## src/rtl/spis_intf.sv

```systemverilog
// SPI slave front-end: cmd/data deserialise to write buffer, prefetch+serialise read data on miso; optional SPIS_INTF_DBG_EN adds dbg_bus.
// Latency: wr_en one sclk after last data bit, read data one turnaround word after cmd; no backpressure, fully paced by master sclk.
module spis_intf #(
  parameter int S_FIFO_DEPTH = 512,
  parameter int BRST_WIDTH   = 14,
  localparam int AW          = $clog2(S_FIFO_DEPTH)
) (
  input  logic                  sclk,
  input  logic                  rst_n,
  input  logic                  ss_n,
  input  logic                  mosi,
  output logic                  miso,
  output logic                  miso_oe,
  output logic                  wr_en,
  output logic [AW-1:0]         wr_addr,
  output logic [31:0]           wr_data,
  output logic                  rd_en,
  output logic [AW-1:0]         rd_addr,
  input  logic [31:0]           rd_data,
  output logic                  cmd_rdnwr,
  output logic [BRST_WIDTH-1:0] cmd_brstlen,
  output logic [15:0]           cmd_addr,
  output logic                  spi_active,
  output logic                  frame_err
`ifdef SPIS_INTF_DBG_EN
  ,output logic [31:0]          dbg_bus
`endif
);

  typedef enum logic [2:0] {
    IDLE   = 3'd0,
    CMD    = 3'd1,
    WDATA  = 3'd2,
    RDUMMY = 3'd3,
    RDATA  = 3'd4,
    DONE   = 3'd5
  } state_t;

  state_t                state, state_nxt;
  logic [4:0]            bit_cnt;
  logic [BRST_WIDTH-1:0] word_cnt;
  logic [31:0]           shift_q;
  logic [31:0]           prefetch_q;
  logic                  rd_pend_q;
  logic [31:0]           shift_in;
  logic                  bit_last;
  logic                  word_last;

  assign shift_in  = {shift_q[30:0], mosi};
  assign bit_last  = (bit_cnt == 5'd31);
  assign word_last = (word_cnt == cmd_brstlen);

  always_ff @(posedge sclk or negedge rst_n) begin
    if (!rst_n) state <= IDLE;
    else        state <= state_nxt;
  end

  always_comb begin
    state_nxt = state;
    if (ss_n) begin
      state_nxt = IDLE;
    end else begin
      case (state)
        IDLE:    state_nxt = CMD;
        CMD:     if (bit_last) state_nxt = shift_in[31] ? RDUMMY : WDATA;
        WDATA:   if (bit_last && word_last) state_nxt = DONE;
        RDUMMY:  if (bit_last) state_nxt = RDATA;
        RDATA:   if (bit_last && word_last) state_nxt = DONE;
        DONE:    state_nxt = DONE;
        default: state_nxt = IDLE;
      endcase
    end
  end

  // Read strobes are decoded straight from state so a reset or abort kills them at once.
  always_comb begin
    miso_oe    = (state == RDUMMY) || (state == RDATA);
    miso       = (state == RDATA) && shift_q[31];
    spi_active = (state != IDLE);
    rd_en      = ((state == RDUMMY) && (bit_cnt == 5'd0)) ||
                 ((state == RDATA) && (bit_cnt == 5'd0) && (word_cnt < cmd_brstlen));
    rd_addr    = AW'(cmd_addr);
    if (state == RDATA) rd_addr = AW'(cmd_addr) + AW'(word_cnt) + AW'(1);
  end

  always_ff @(posedge sclk or negedge rst_n) begin
    if (!rst_n) begin
      bit_cnt     <= '0;
      word_cnt    <= '0;
      shift_q     <= '0;
      prefetch_q  <= '0;
      rd_pend_q   <= 1'b0;
      wr_en       <= 1'b0;
      wr_addr     <= '0;
      wr_data     <= '0;
      cmd_rdnwr   <= 1'b0;
      cmd_brstlen <= '0;
      cmd_addr    <= '0;
      frame_err   <= 1'b0;
    end else begin
      wr_en     <= 1'b0;
      frame_err <= 1'b0;
      rd_pend_q <= rd_en;
      if (rd_pend_q) prefetch_q <= rd_data;
      if (ss_n) begin
        bit_cnt   <= '0;
        shift_q   <= '0;
        rd_pend_q <= 1'b0;
        frame_err <= (state != IDLE) && (state != DONE);
      end else begin
        case (state)
          IDLE: begin
            shift_q <= {31'b0, mosi};
            bit_cnt <= 5'd1;
          end
          CMD: begin
            shift_q <= shift_in;
            bit_cnt <= bit_cnt + 5'd1;
            if (bit_last) begin
              cmd_rdnwr   <= shift_in[31];
              cmd_brstlen <= shift_in[17 +: BRST_WIDTH];
              cmd_addr    <= shift_in[15:0];
              word_cnt    <= '0;
            end
          end
          WDATA: begin
            shift_q <= shift_in;
            bit_cnt <= bit_cnt + 5'd1;
            if (bit_last) begin
              wr_en    <= 1'b1;
              wr_data  <= shift_in;
              wr_addr  <= AW'(cmd_addr) + AW'(word_cnt);
              word_cnt <= word_cnt + BRST_WIDTH'(1);
            end
          end
          RDUMMY: begin
            bit_cnt <= bit_cnt + 5'd1;
            if (bit_last) shift_q <= prefetch_q;
          end
          RDATA: begin
            bit_cnt <= bit_cnt + 5'd1;
            if (bit_last) begin
              shift_q  <= prefetch_q;
              word_cnt <= word_cnt + BRST_WIDTH'(1);
            end else begin
              shift_q <= {shift_q[30:0], 1'b0};
            end
          end
          default: ;
        endcase
      end
    end
  end

`ifdef SPIS_INTF_DBG_EN
  // Snapshot of the previous cycle's state, so it trails the live counters by one sclk.
  always_ff @(posedge sclk or negedge rst_n) begin
    if (!rst_n) dbg_bus <= '0;
    else        dbg_bus <= {state, 3'b0, bit_cnt, 1'b0, cmd_rdnwr, 5'b0, 14'(word_cnt)};
  end
`endif

endmodule

```

## config.mk

```make
export PLATFORM = sky130hd
export DESIGN_NAME = spis_intf
export DESIGN_NICKNAME = d
export VERILOG_FILES = /design/src/rtl/spis_intf.sv
export SDC_FILE = /design/constraint.sdc
export NUM_CORES = 1
export LEC_CHECK = 0
export ABC_AREA = 1
export BUFFER_PORTS_ARGS = -buffer_cell sky130_fd_sc_hd__buf_2
export CORE_MARGIN = 2
export CORE_UTILIZATION = 45
export CTS_CLUSTER_DIAMETER = 80
export DETAILED_ROUTE_END_ITERATION = 10
export PLACE_DENSITY = 0.66
export SYNTH_ARGS = -nofsm -noshare
export SYNTH_HDL_FRONTEND = slang
export SYNTH_SLANG_ARGS = --single-unit
```

## constraint.sdc

```tcl
create_clock -name sclk -period 2.73 [get_ports sclk]
set_input_delay 0.1365 -clock sclk [delete_from_list [all_inputs] [get_ports sclk]]
set_output_delay 0.1365 -clock sclk [all_outputs]
set_load 0.05 [all_outputs]
```

* Yosys cells after proc, flatten, opt, wreduce, memory -nomap -nowiden
Index checks and enable logic that the tools add are counted.
Word-level totals: flip-flop bits (word level) 161, input port bits 36, output and inout bits 87, word-level logic and storage cells 75
Operators by class: add/subtract/negate cells 4, magnitude comparators 1, equal/unequal tests 13, muxes and demuxes 21, bitwise logic cells 1, reductions and logical operators 22
Operators by type and width (count):
- $pmux 32 s4 | 1
- $mux 32 | 3
- $mux 14 | 2
- $pmux 14 s2 | 1
- $pmux 3 s5 | 1
- $add 14x1->14 const B | 1
- $eq 14x14->1 | 1
- $lt 14x14->1 | 1
- $mux 3 | 4
- $pmux 5 s2 | 1
- $add 9x1->9 const B | 1
- $add 9x9->9 | 1
- $mux 9 | 1
- $ne 3x3->1 const B | 3
- $reduce_and 3->1 | 3
- $eq 3x2->1 const B | 2
- $eq 3x3->1 const B | 2
- $logic_and 1x1->1 | 6
- $mux 1 | 6
- $reduce_bool 3->1 | 2
- $add 5x1->5 const B | 1
- $eq 5x5->1 const B | 1
- $logic_not 5->1 | 1
- $mux 5 | 1
- other kinds (13) | 15

* Logic depth before layout (Yosys ltp)
depth in word-level cells 5, mapped depth 13, depth with buffers taken out 12

* Worst setup path before layout
No wires, ideal clock.
kind register to output, from reg cmd_addr[0], to out rd_addr[5], arrival time 3032 ps, data required time 2594 ps, slack -438 ps, cell stages (with the launch flop) 10, buffers on the path 0, cell sequence dfrtp_1 > ha_1 > fa_1 > nand3_1 > nand3_1 > nand2_1 > nand2_1 > nor2_1 > xor2_1 > o21ai_0
Between the ends: longest elaborated chain between the ends 3
Ends and longest elaborated chain:
- start: declaration | line 22 | output logic [15:0] cmd_addr,
- start signal: assignment | line 122 | cmd_addr <= shift_in[15:0];
- $add 9x9->9 | line 83 | if (state == RDATA) rd_addr = AW'(cmd_addr) + AW'(word_cnt) + AW'(1);
- $add 9x1->9 | line 83
- $mux 9 | line 83
- end: declaration | line 18 | output logic [AW-1:0] rd_addr,
No other way between the ends.

* Worst setup path in the final report
from reg word_cnt[0], to out rd_addr[8]
Between the ends: longest elaborated chain between the ends 3
Ends and longest elaborated chain:
- start: declaration | line 41 | logic [BRST_WIDTH-1:0] word_cnt;
- start signal: assignment | line 133 | word_cnt <= word_cnt + BRST_WIDTH'(1);
- start signal: assignment | line 144 | word_cnt <= word_cnt + BRST_WIDTH'(1);
- $add 9x9->9 | line 83
- $add 9x1->9 | line 83
- $mux 9 | line 83
No other way between the ends.

==> results.sh <==
export IMPL_grt_pass1_vias=6096
export IMPL_synth_top_flop_cell="dfrtp_1"
export IMPL_syn_inst=821
export IMPL_drive_gt1_frac=0.280
export IMPL_ys_ff_latch=161
export IMPL_final_common_cell="nand2_1"
export IMPL_post_route_period_util=0.974
export IMPL_ioPinCount=123
export IMPL_post_route_drc_count=0
export IMPL_dieArea_um2=18500
export IMPL_vias_per_cell=5.15
export IMPL_num_vias=6287
export IMPL_max_freq_mhz=376
export IMPL_synth_area_leaders="dfrtp_1 51%, nand2_1 8.4%, o21ai_0 5.2%"
export IMPL_ys_seq_area_frac=0.513
export IMPL_synth_top_area_cell="dfrtp_1"
export IMPL_die_h_um=136
export IMPL_grt_use_total=0.219
export IMPL_cp_required_ns=2.59
export IMPL_place_hpwl_um=13400
export IMPL_clk_latency_ns=0.42
export IMPL_coreArea_um2=17200
export IMPL_min_delay_path_class="input pin to flip-flop"
export IMPL_portBuffers=122
export IMPL_rsz0062_at_grt="yes"
export IMPL_tightestPinTransition_ns=0.705
export IMPL_synthArstFlopShare=1.00
export IMPL_antenna_found_initial=0
export IMPL_setup_viol=0
export IMPL_maxCapViolCount=0
export IMPL_vdd_drop_max_v=0.000423
export IMPL_cts_tree="built"
export IMPL_cts_buffers=17
export IMPL_final_cells=1221
export IMPL_clock_sinks=161
export IMPL_synth_top_area_frac=0.513
export IMPL_critPathMaxFanout=4
export IMPL_leakage_nw=4.63
export IMPL_n_antenna_cell=0
export IMPL_critPathCaptureType="output pin"
export IMPL_crit_type="flip-flop to output pin"
export IMPL_grt_pass1_wl_um=31400
export IMPL_synth_edf_count=0
export IMPL_place_congestion=0.870
export IMPL_status="finished clean"
export IMPL_dr_pass1_iters=5
export IMPL_rows=48
export IMPL_routedWlPerCell_um=15.9
export IMPL_reg2regPathDepth=12
export IMPL_skew_ns=0.00898
export IMPL_wirelength_um=19400
export IMPL_finalCriticalPeriod_ns=2.66
export IMPL_grt_max_degree=75
export IMPL_drv_slew=0
export IMPL_hold_depth=3
export IMPL_final_cell_mix="174 x nand2_1, 160 x dfrtp_1, 116 x buf_2"
export IMPL_die_x_um=136
export IMPL_drtIter0Drc=436
export IMPL_cp_start_kind="flip-flop"
export IMPL_powerDensity_nw_per_um2=597
export IMPL_htree_levels=4
export IMPL_syn_to_final_growth_pct=24.6
export IMPL_utilization=0.570
export IMPL_dp_cells=1149
export IMPL_final_hold_viol_count=0
export IMPL_syn_area_per_cell_um2=9.57
export IMPL_nNetsFinal=1047
export IMPL_netlist_area_um2=7860
export IMPL_synth_nets=885
export IMPL_synth_cell_types=45
export IMPL_start_util=0.458
export IMPL_yosysWarnings=0
export IMPL_detail_route_antenna_nets=0
export IMPL_power_w=0.00585
export IMPL_cts_root_buffer="clkbuf_16"
export IMPL_arrival_ns=2.52
export IMPL_path_clk_slew_ns=0.06
export IMPL_overflow=0
export IMPL_cts_buffer_depth=2
export IMPL_slew_headroom=0.529
[report_power, final]
group / switching [W] / internal, W
logic: 0.000584 / 0.000269
clock network: 0.000987 / 0.00143
registers: 0.0000758 / 0.00250
[area by class of cell]
type,instances,area (um2)
flip-flops and latches,161,4030
clock inverters,10,123
well taps,225,282
clock buffers,22,474
inverters,103,389
fillers,1559,7380
multi-input cells,524,3330
repair buffers,176,1170
[sequential cells by signal, indices dropped and copies added (netlist names)]
register and flops:
bit_cnt 5, cmd_addr 16, cmd_brstlen 14, cmd_rdnwr 1
frame_err 1, prefetch_q 32, rd_pend_q 1, shift_q 32
state 3, word_cnt 14, wr_addr 9, wr_data 32
wr_en 1
[repair_timing]
item / in CTS / in global routing
gates resized for setup: 14 / 13
hold buffers: 34 / 0
endpoints found under the setup margin: 5 / 6
hold endpoints to repair: 104 / 0
pin swaps: 6 / 10
buffers inserted: 4 / 2
[metal layers]
| metal | GRT usage | wire [um] | up-vias |
|---|---|---|---|
| li1 | - | - | 3082 |
| met1 | 0.310 | 9240 | 3027 |
| met2 | 0.345 | 9100 | 163 |
| met3 | 0.0421 | 795 | 15 |
| met4 | 0.0596 | 281 | 0 |
| met5 | 0 | 0 | - |
[critical path: stages (launching register included)]
cell	delay, ns
dfrtp_1	0.40
ha_2	0.20
fa_2	0.57
ha_4	0.14
inv_2	0.04
nor2_4	0.13
nand3_4	0.09
nor2_4	0.11
nand2_1	0.06
nand2_1	0.06
nand3_1	0.06
nand2_1	0.09
buf_6	0.15
[cell usage after synthesis, types with 9 or more instances]
master and instances:
a21oi_1 16, nand2_1 175, mux2_2 32, nand3_1 30, ha_1 27, inv_2 9
buf_2 11, nor2_1 32, o21ai_1 16, clkbuf_1 9, nand4_1 9, o22ai_2 30
o21ai_0 82, a22oi_1 31, dfrtp_1 161, inv_1 93
[worst paths after layout]
check / from / to / slack (ns)
max: word_cnt[0] / rd_addr[8] / 0.07
min: mosi / wr_data[0] / 0.05
max reg2reg: bit_cnt[0] / wr_data[18] / 0.36
min reg2reg: wr_addr[7] / wr_addr[7] / 0.47
max in group asynchronous: rst_n / state[2] / 1.68
min in group asynchronous: rst_n / wr_data[25] / 0.28
[per-stage QoR]
| step | area [um2] | setup TNS (ns) | hold WS, ns | setup slack [ns] |
|---|---|---|---|---|
| CTS | 9730 | -0.00236 | 0.0323 | -0.00236 |
| detailed placement | 8710 | 0 | 0.200 | 0.174 |
| finish | 9790 | 0 | 0.0516 | 0.0704 |
| floorplan | 7870 | -0.0620 | -0.159 | -0.0620 |
| global placement | 8710 | 0 | 0.207 | 0.220 |
| global route | 9790 | -0.101 | 0.0440 | -0.0614 |
[kinds of logic (layout without fill, tap and decap cells)]
kind of cell,after synthesis,count (layout),synth area share
xor gates and xnor gates,5,5,0.00557
AOI/OAI and AO/OA,193,193,0.169
adders and majority gates,28,28,0.0455
and+or+nand+nor,266,266,0.147
muxes,32,32,0.0459
DFF,161,161,0.513
buffers and inverters,136,311,0.0747
No activity file was read; power rests on OpenSTA's default activity.
